==> config.mk <==
export PLATFORM = sky130hd
export DESIGN_NAME = sseg_scan_decoder_flat
export DESIGN_NICKNAME = d
export VERILOG_FILES = /design/src/rtl/sseg_scan_decoder_if.sv /design/src/rtl/sseg_scan_decoder.sv /design/src/flat_wrapper.sv
export SDC_FILE = /design/constraint.sdc
export NUM_CORES = 1
export LEC_CHECK = 0
export ABC_AREA = 1
export CORE_UTILIZATION = 39
export CTS_BUF_LIST = sky130_fd_sc_hd__clkbuf_8 sky130_fd_sc_hd__clkbuf_16
export CTS_CLUSTER_SIZE = 8
export DETAILED_ROUTE_END_ITERATION = 10
export GPL_ROUTABILITY_DRIVEN = 0
export PLACE_DENSITY = 0.69
export SLEW_MARGIN = 20
export SYNTH_ARGS = -nofsm -noshare
export SYNTH_HDL_FRONTEND = slang
export SYNTH_SLANG_ARGS = --single-unit
==> constraint.sdc <==
create_clock -name clk -period 2 [get_ports clk]
set_clock_uncertainty 0.05 [all_clocks]
set_input_delay 0.4 -clock clk [delete_from_list [all_inputs] [get_ports clk]]
set_output_delay 0.4 -clock clk [all_outputs]
set_load 0.05 [all_outputs]
==> src/rtl/sseg_scan_decoder_if.sv <==
// Seven-segment scan bus bundle: multiplexed display inputs plus decoded readback.
// Latency: none, wires only.
// Backpressure: none, the observed display bus cannot be stalled.
//
// Signals:
//    an          4   digit anodes, active-low, an[3] = leftmost digit
//    sseg        7   segments, active-low, {g,f,e,d,c,b,a}
//    digits      16  last complete frame, [15:12] from an[3] ... [3:0] from an[0]
//    frame_valid 1   one-cycle pulse, digits updated in the same cycle
//    pat_err     1   one-cycle pulse, captured segment pattern is not 0-9 and not blank
//    an_err      1   one-cycle pulse, stable capture with more than one anode low
//    frame_tmo   1   one-cycle pulse, partial frame dropped on timeout
interface sseg_scan_decoder_if;
   logic [3:0]  an;
   logic [6:0]  sseg;
   logic [15:0] digits;
   logic        frame_valid;
   logic        pat_err;
   logic        an_err;
   logic        frame_tmo;

   // master drives the display bus and watches the readback
   modport master (
      output an, sseg,
      input  digits, frame_valid, pat_err, an_err, frame_tmo
   );

   // slave is the decoder
   modport slave (
      input  an, sseg,
      output digits, frame_valid, pat_err, an_err, frame_tmo
   );
endinterface

==> src/rtl/sseg_scan_decoder.sv <==
// Observes a multiplexed 4-digit seven-segment bus, debounces each digit dwell,
// decodes to BCD and assembles complete frames.
// Latency: capture STABLE_CYC edges after a pair is first sampled; frame one edge
// after the last digit capture. Backpressure: none (passive monitor).
//
// Ports:
//    clk   in   rising-edge clock
//    R     in   asynchronous active-high reset
//    bus   slave modport of sseg_scan_decoder_if (an/sseg in, digits + pulses out)
module sseg_scan_decoder #(
   parameter int STABLE_CYC  = 4,
   parameter int TIMEOUT_CYC = 4096
) (
   input  logic                 clk,
   input  logic                 R,
   sseg_scan_decoder_if.slave   bus
);

   localparam int SW = $clog2(STABLE_CYC + 1);
   localparam int TW = $clog2(TIMEOUT_CYC);

   typedef enum logic [1:0] {IDLE, COLLECT, EMIT} state_t;

   state_t        state, state_n;
   logic [3:0]    an_q;
   logic [6:0]    sseg_q;
   logic [SW-1:0] stab_cnt;
   logic [TW-1:0] tmo_cnt, tmo_n;
   logic [15:0]   slots, slots_n;
   logic [3:0]    seen, seen_n;
   logic [15:0]   digits_n;
   logic          fv_n, ft_n;

   logic          chg, cap, one_low, multi_low, dig_cap, err_cap;
   logic [3:0]    an_low;
   logic [3:0]    dec_val;
   logic          dec_bad;

   // A fresh pair at the input compared with the registered one restarts the dwell.
   assign chg = {bus.an, bus.sseg} != {an_q, sseg_q};
   // The edge on which stab_cnt would reach STABLE_CYC is the single capture edge.
   assign cap = !chg && (stab_cnt == SW'(STABLE_CYC - 1));

   assign an_low    = ~an_q;
   assign one_low   = (an_low != 4'd0) && ((an_low & (an_low - 4'd1)) == 4'd0);
   assign multi_low = (an_low != 4'd0) && !one_low;
   assign dig_cap   = cap && one_low;
   assign err_cap   = cap && multi_low;

   always_comb begin
      dec_val = 4'hE;
      dec_bad = 1'b0;
      case (sseg_q)
         7'b1000000: dec_val = 4'd0;
         7'b1111001: dec_val = 4'd1;
         7'b0100100: dec_val = 4'd2;
         7'b0110000: dec_val = 4'd3;
         7'b0011001: dec_val = 4'd4;
         7'b0010010: dec_val = 4'd5;
         7'b0000010: dec_val = 4'd6;
         7'b1111000: dec_val = 4'd7;
         7'b0000000: dec_val = 4'd8;
         7'b0010000: dec_val = 4'd9;
         7'b1111111: dec_val = 4'hF;
         default: begin
            dec_val = 4'hE;
            dec_bad = 1'b1;
         end
      endcase
   end

   always_comb begin
      state_n  = state;
      seen_n   = seen;
      slots_n  = slots;
      tmo_n    = tmo_cnt;
      digits_n = bus.digits;
      fv_n     = 1'b0;
      ft_n     = 1'b0;

      // Any digit capture writes its slot, whatever the state; bad patterns land as 4'hE.
      if (dig_cap) begin
         for (int i = 0; i < 4; i++) begin
            if (an_low[i]) slots_n[i*4 +: 4] = dec_val;
         end
      end

      case (state)
         IDLE: begin
            if (dig_cap) begin
               seen_n  = an_low;
               tmo_n   = '0;
               state_n = COLLECT;
            end
         end
         COLLECT: begin
            if (dig_cap) begin
               seen_n = seen | an_low;
               tmo_n  = '0;
               if ((seen | an_low) == 4'hF) state_n = EMIT;
            end else if (tmo_cnt == TW'(TIMEOUT_CYC - 1)) begin
               ft_n    = 1'b1;
               seen_n  = 4'h0;
               tmo_n   = '0;
               state_n = IDLE;
            end else begin
               tmo_n = tmo_cnt + TW'(1);
            end
         end
         EMIT: begin
            // Publish the slots as they stood after the completing capture; a capture
            // landing now already belongs to the next frame.
            digits_n = slots;
            fv_n     = 1'b1;
            tmo_n    = '0;
            if (dig_cap) begin
               seen_n  = an_low;
               state_n = COLLECT;
            end else begin
               seen_n  = 4'h0;
               state_n = IDLE;
            end
         end
         default: begin
            seen_n  = 4'h0;
            state_n = IDLE;
         end
      endcase
   end

   always_ff @(posedge clk or posedge R) begin
      if (R) begin
         an_q            <= 4'hF;
         sseg_q          <= 7'h7F;
         stab_cnt        <= '0;
         tmo_cnt         <= '0;
         slots           <= 16'h0000;
         seen            <= 4'h0;
         state           <= IDLE;
         bus.digits      <= 16'h0000;
         bus.frame_valid <= 1'b0;
         bus.pat_err     <= 1'b0;
         bus.an_err      <= 1'b0;
         bus.frame_tmo   <= 1'b0;
      end else begin
         an_q   <= bus.an;
         sseg_q <= bus.sseg;
         if (chg)
            stab_cnt <= '0;
         else if (stab_cnt != SW'(STABLE_CYC))
            stab_cnt <= stab_cnt + SW'(1);
         tmo_cnt         <= tmo_n;
         slots           <= slots_n;
         seen            <= seen_n;
         state           <= state_n;
         bus.digits      <= digits_n;
         bus.frame_valid <= fv_n;
         bus.pat_err     <= dig_cap && dec_bad;
         bus.an_err      <= err_cap;
         bus.frame_tmo   <= ft_n;
      end
   end

endmodule

==> src/flat_wrapper.sv <==
// flat-port wrapper written by rule: the top's interface ports become plain ports
module sseg_scan_decoder_flat 
#(
   parameter int STABLE_CYC  = 4,
   parameter int TIMEOUT_CYC = 4096
)
  (clk, R, bus_an, bus_sseg, bus_digits, bus_frame_valid, bus_pat_err, bus_an_err, bus_frame_tmo);
  sseg_scan_decoder_if bus_i ();
  input  logic clk;
  input  logic R;
  input wire logic [$bits(bus_i.an)-1:0] bus_an;
  input wire logic [$bits(bus_i.sseg)-1:0] bus_sseg;
  output wire logic [$bits(bus_i.digits)-1:0] bus_digits;
  output wire logic [$bits(bus_i.frame_valid)-1:0] bus_frame_valid;
  output wire logic [$bits(bus_i.pat_err)-1:0] bus_pat_err;
  output wire logic [$bits(bus_i.an_err)-1:0] bus_an_err;
  output wire logic [$bits(bus_i.frame_tmo)-1:0] bus_frame_tmo;
  assign bus_i.an = bus_an;
  assign bus_i.sseg = bus_sseg;
  assign bus_digits = bus_i.digits;
  assign bus_frame_valid = bus_i.frame_valid;
  assign bus_pat_err = bus_i.pat_err;
  assign bus_an_err = bus_i.an_err;
  assign bus_frame_tmo = bus_i.frame_tmo;
  sseg_scan_decoder #(.STABLE_CYC(STABLE_CYC), .TIMEOUT_CYC(TIMEOUT_CYC)) u_core (.clk(clk), .R(R), .bus(bus_i));
endmodule
==> flow_summary.ini <==
[grt]
grt_pass1_vias = 2411
grt_max_degree = 69
antenna_found_initial = 0
grtUsageTotal = 0.162
overflow = 0
grt_pass1_wl_mm = 10.9

[floorplan]
start_util = 0.401
ios = 33
die_y_um = 93.6
dieArea_sq_mm = 0.00877
num_rows = 33
fp.coreArea_sq_mm = 0.00818
die_w_um = 93.6

[layout]
fin_cells = 568
syn2layout_area_growth_pct = 26.2
antenna_cells = 0
drive_gt1_frac = 0.151
fin_nets = 475

[yosys]
synth.distinct_cells = 28
syn-num-nets = 419
ys_ff_latch = 68
synth_seq_area_share = 0.524
synth_top_cell_by_area = dfrtp_1
avgSynthCellArea_sq_um = 8.15
synth_area_leaders = dfrtp_1 44%, nand2_1 13%, dfstp_2 8.8%, inv_1 6.1%, o21ai_0 6.0%
netlist_instances = 402
yosysWarnings = 0
synth_top_area_share = 0.436
synth_area_sq_mm = 0.00327

[clock_tree]
numCtsBuffers = 9
clockBufferDepth = 2
cts_tree = done
cts.sinks = 68
clk_latency_ps = 340
clock-root-buffer = clkbuf_8
path_clk_slew_ps = 70
ctsHoldBuffers = 0
htree_levels = 3

[min_path]
whs_path_depth = 2
hp-class = flip-flop to flip-flop
min_to = u_core.bus.digits[13]
worstHoldStart = u_core.bus.digits[13]

[drt]
viasPerCell = 4.71
final_antenna_net_count = 0
drc = 0
drt-initial-drc-count = 157
first_pass_iters = 4
wirelength_mm = 6.40
vias = 2674
post_drt_wl_per_cell_um = 11.3

[timing]
hold_viol = 0
tns_ps = 0
final-max-slew-violation-count = 0
fmaxAchievable_mhz = 517
worst_pin_slew_ps = 501
finalSetupViolCount = 0
max-slew-margin-rel = 0.665
fin_crit_sh = 0.968
rsz0062_at_grt = true
timing.hold.ws_ps = 426
final.min_clock_period_ps = 1940

[critical_path]
cpPeakStageDelay_ps = 800
start_kind = flip-flop
critical_path.top_delay_family = buffers and inverters
slowest_stage = clkdlybuf4s50_1
cp_max_fo = 2
rr_endpoint = u_core.slots[6]
worst-r2r-setup-slack_ps = 120
worstPathArrival_ps = 1490
reg2reg_from = u_core.sseg_q[4]
crit_chain = clkdlybuf4s50_1
worst-path-buf-inv = 1
critPathRequiredTime_ps = 1550
r2r_cells = 11
critPathCaptureType = output port
critPathKind = flip-flop to output port

[placement]
portBuffers = 32
hpwl_mm = 4.59
place_inst = 546

[run_status]
outcome = finished, final reports clean

[power_and_ir_drop]
power.density_mw_per_mm2 = 643
leakage_nw = 2.27
irDropWorstVdd_v = 0.000402

[run]
drv_cap = 0
[sequential cells by signal (all words and copies together), names as in the netlist]
register and flops:
u_core.bus.an_err 1, u_core.bus.frame_valid 1, u_core.sseg_q 7, u_core.bus.digits 16, u_core.seen 4, u_core.slots 16
u_core.tmo_cnt 12, u_core.bus.frame_tmo 1, u_core.stab_cnt 3, u_core.an_q 4, u_core.bus.pat_err 1, u_core.state 2
[cell usage after synthesis]
cell type,n
ha_1,4
dfstp_2,11
buf_4,1
dfrtp_1,57
o211ai_1,1
nand4_1,4
nor2_2,2
and3_1,1
nor2_4,5
o21ai_0,39
inv_1,53
or2_2,3
nor3b_1,1
clkbuf_1,4
o31ai_1,2
xor2_1,12
nand2_2,2
nor4_1,1
o22ai_1,1
nand2_1,115
inv_2,6
o2111ai_1,1
o21ai_2,1
nor2_1,37
nand3_4,1
nor3_1,5
a21oi_1,10
nand3_1,22
[layout make-up]
class,count,area [sq um]
Fill cell,786,4040
Multi-Input combinational cell,271,1370
Tap cell,105,131
Timing Repair Buffer,49,517
Sequential cell,68,1720
Inverter,59,225
Clock inverter,7,52.6
Clock buffer,9,124
[what timing repair did]
action,CTS,global route
setup buffers,0,5
resized for setup,1,23
pin swaps,0,4
setup endpoints to repair,1,42
cloned,0,1
endpoints found under the hold margin,0,0
[per-layer routing]
layer	up-vias	GRT usage	part of all wire
met5	-	0	0
met4	0	0.0462	0.0095
met3	6	0.0561	0.050
met2	54	0.241	0.45
met1	1236	0.224	0.49
li1	1378	-	-
[where the power goes]
part | leakage, nW | total (W) | switching [W] | internal [W]
logic | 1.39 | 0.000198 | 0.000115 | 0.0000829
clock network | 0.0779 | 0.000995 | 0.000543 | 0.000452
registers | 0.808 | 0.00147 | 0.0000355 | 0.00143
[how the worst max path moves through the flow]
stage	cells past startpoint	slack [ps]	from	to
2_1_floorplan	10	270	u_core.an_q[2]	u_core.tmo_cnt[10]
3_3_place_gp	12	-240	bus_sseg[5]	u_core.tmo_cnt[9]
3_5_place_dp	12	-300	bus_an[1]	u_core.tmo_cnt[4]
4_1_cts	1	2	u_core.bus.pat_err	bus_pat_err
5_1_grt	11	-20	u_core.sseg_q[4]	u_core.slots[6]
6_report	1	60	u_core.bus.digits[3]	bus_digits[3]
[stage by stage]
step	setup slack [ps]	area (sq um)	total power (W)	util
final	64.0	4130	0.00266	0.506
after global routing	-24.0	4130	0.00281	0.506
after CTS	2.02	3990	0.00269	0.487
after detailed placement	-295	3810	0.00168	0.466
after global placement	-237	3810	0.00168	0.466
after floorplan	266	3280	0.00161	-
[cells in the final DEF (no fill, tap or decap)]
cell type,instances
nor4_1,1
dlymetal6s2s_1,13
o22ai_1,1
nor3_1,5
clkdlybuf4s50_1,18
o21ai_1,1
o21ai_4,1
buf_4,14
o211ai_1,1
nand4_1,4
or2_2,3
o31ai_1,2
clkinv_2,1
o21ai_0,38
nor2_1,36
dlygate4sd2_1,1
o2111ai_1,1
inv_6,1
dfstp_2,11
nand3_1,20
clkinvlp_4,5
dfrtp_1,57
and3_1,1
nand3_4,2
nand2_4,2
xor2_1,12
clkinv_4,1
ha_1,4
nand3_2,2
nor2_2,2
nand2_1,115
inv_1,51
nor3b_1,1
nor2_4,6
a21oi_1,10
buf_12,3
inv_2,7
clkbuf_8,9
[cell families (layout without fill, tap and decap cells)]
group / Yosys count / count (layout) / synth area share
adder cells (fa/ha/maj): 4 / 4 / 0.0153
AO/OA/AOI/OAI: 55 / 55 / 0.0890
flip-flops: 68 / 68 / 0.524
AND/OR/NAND/NOR: 199 / 200 / 0.265
XOR/XNOR: 12 / 12 / 0.0321
buffers and inverters: 64 / 124 / 0.0745
(Power assumes the default switching activity.)
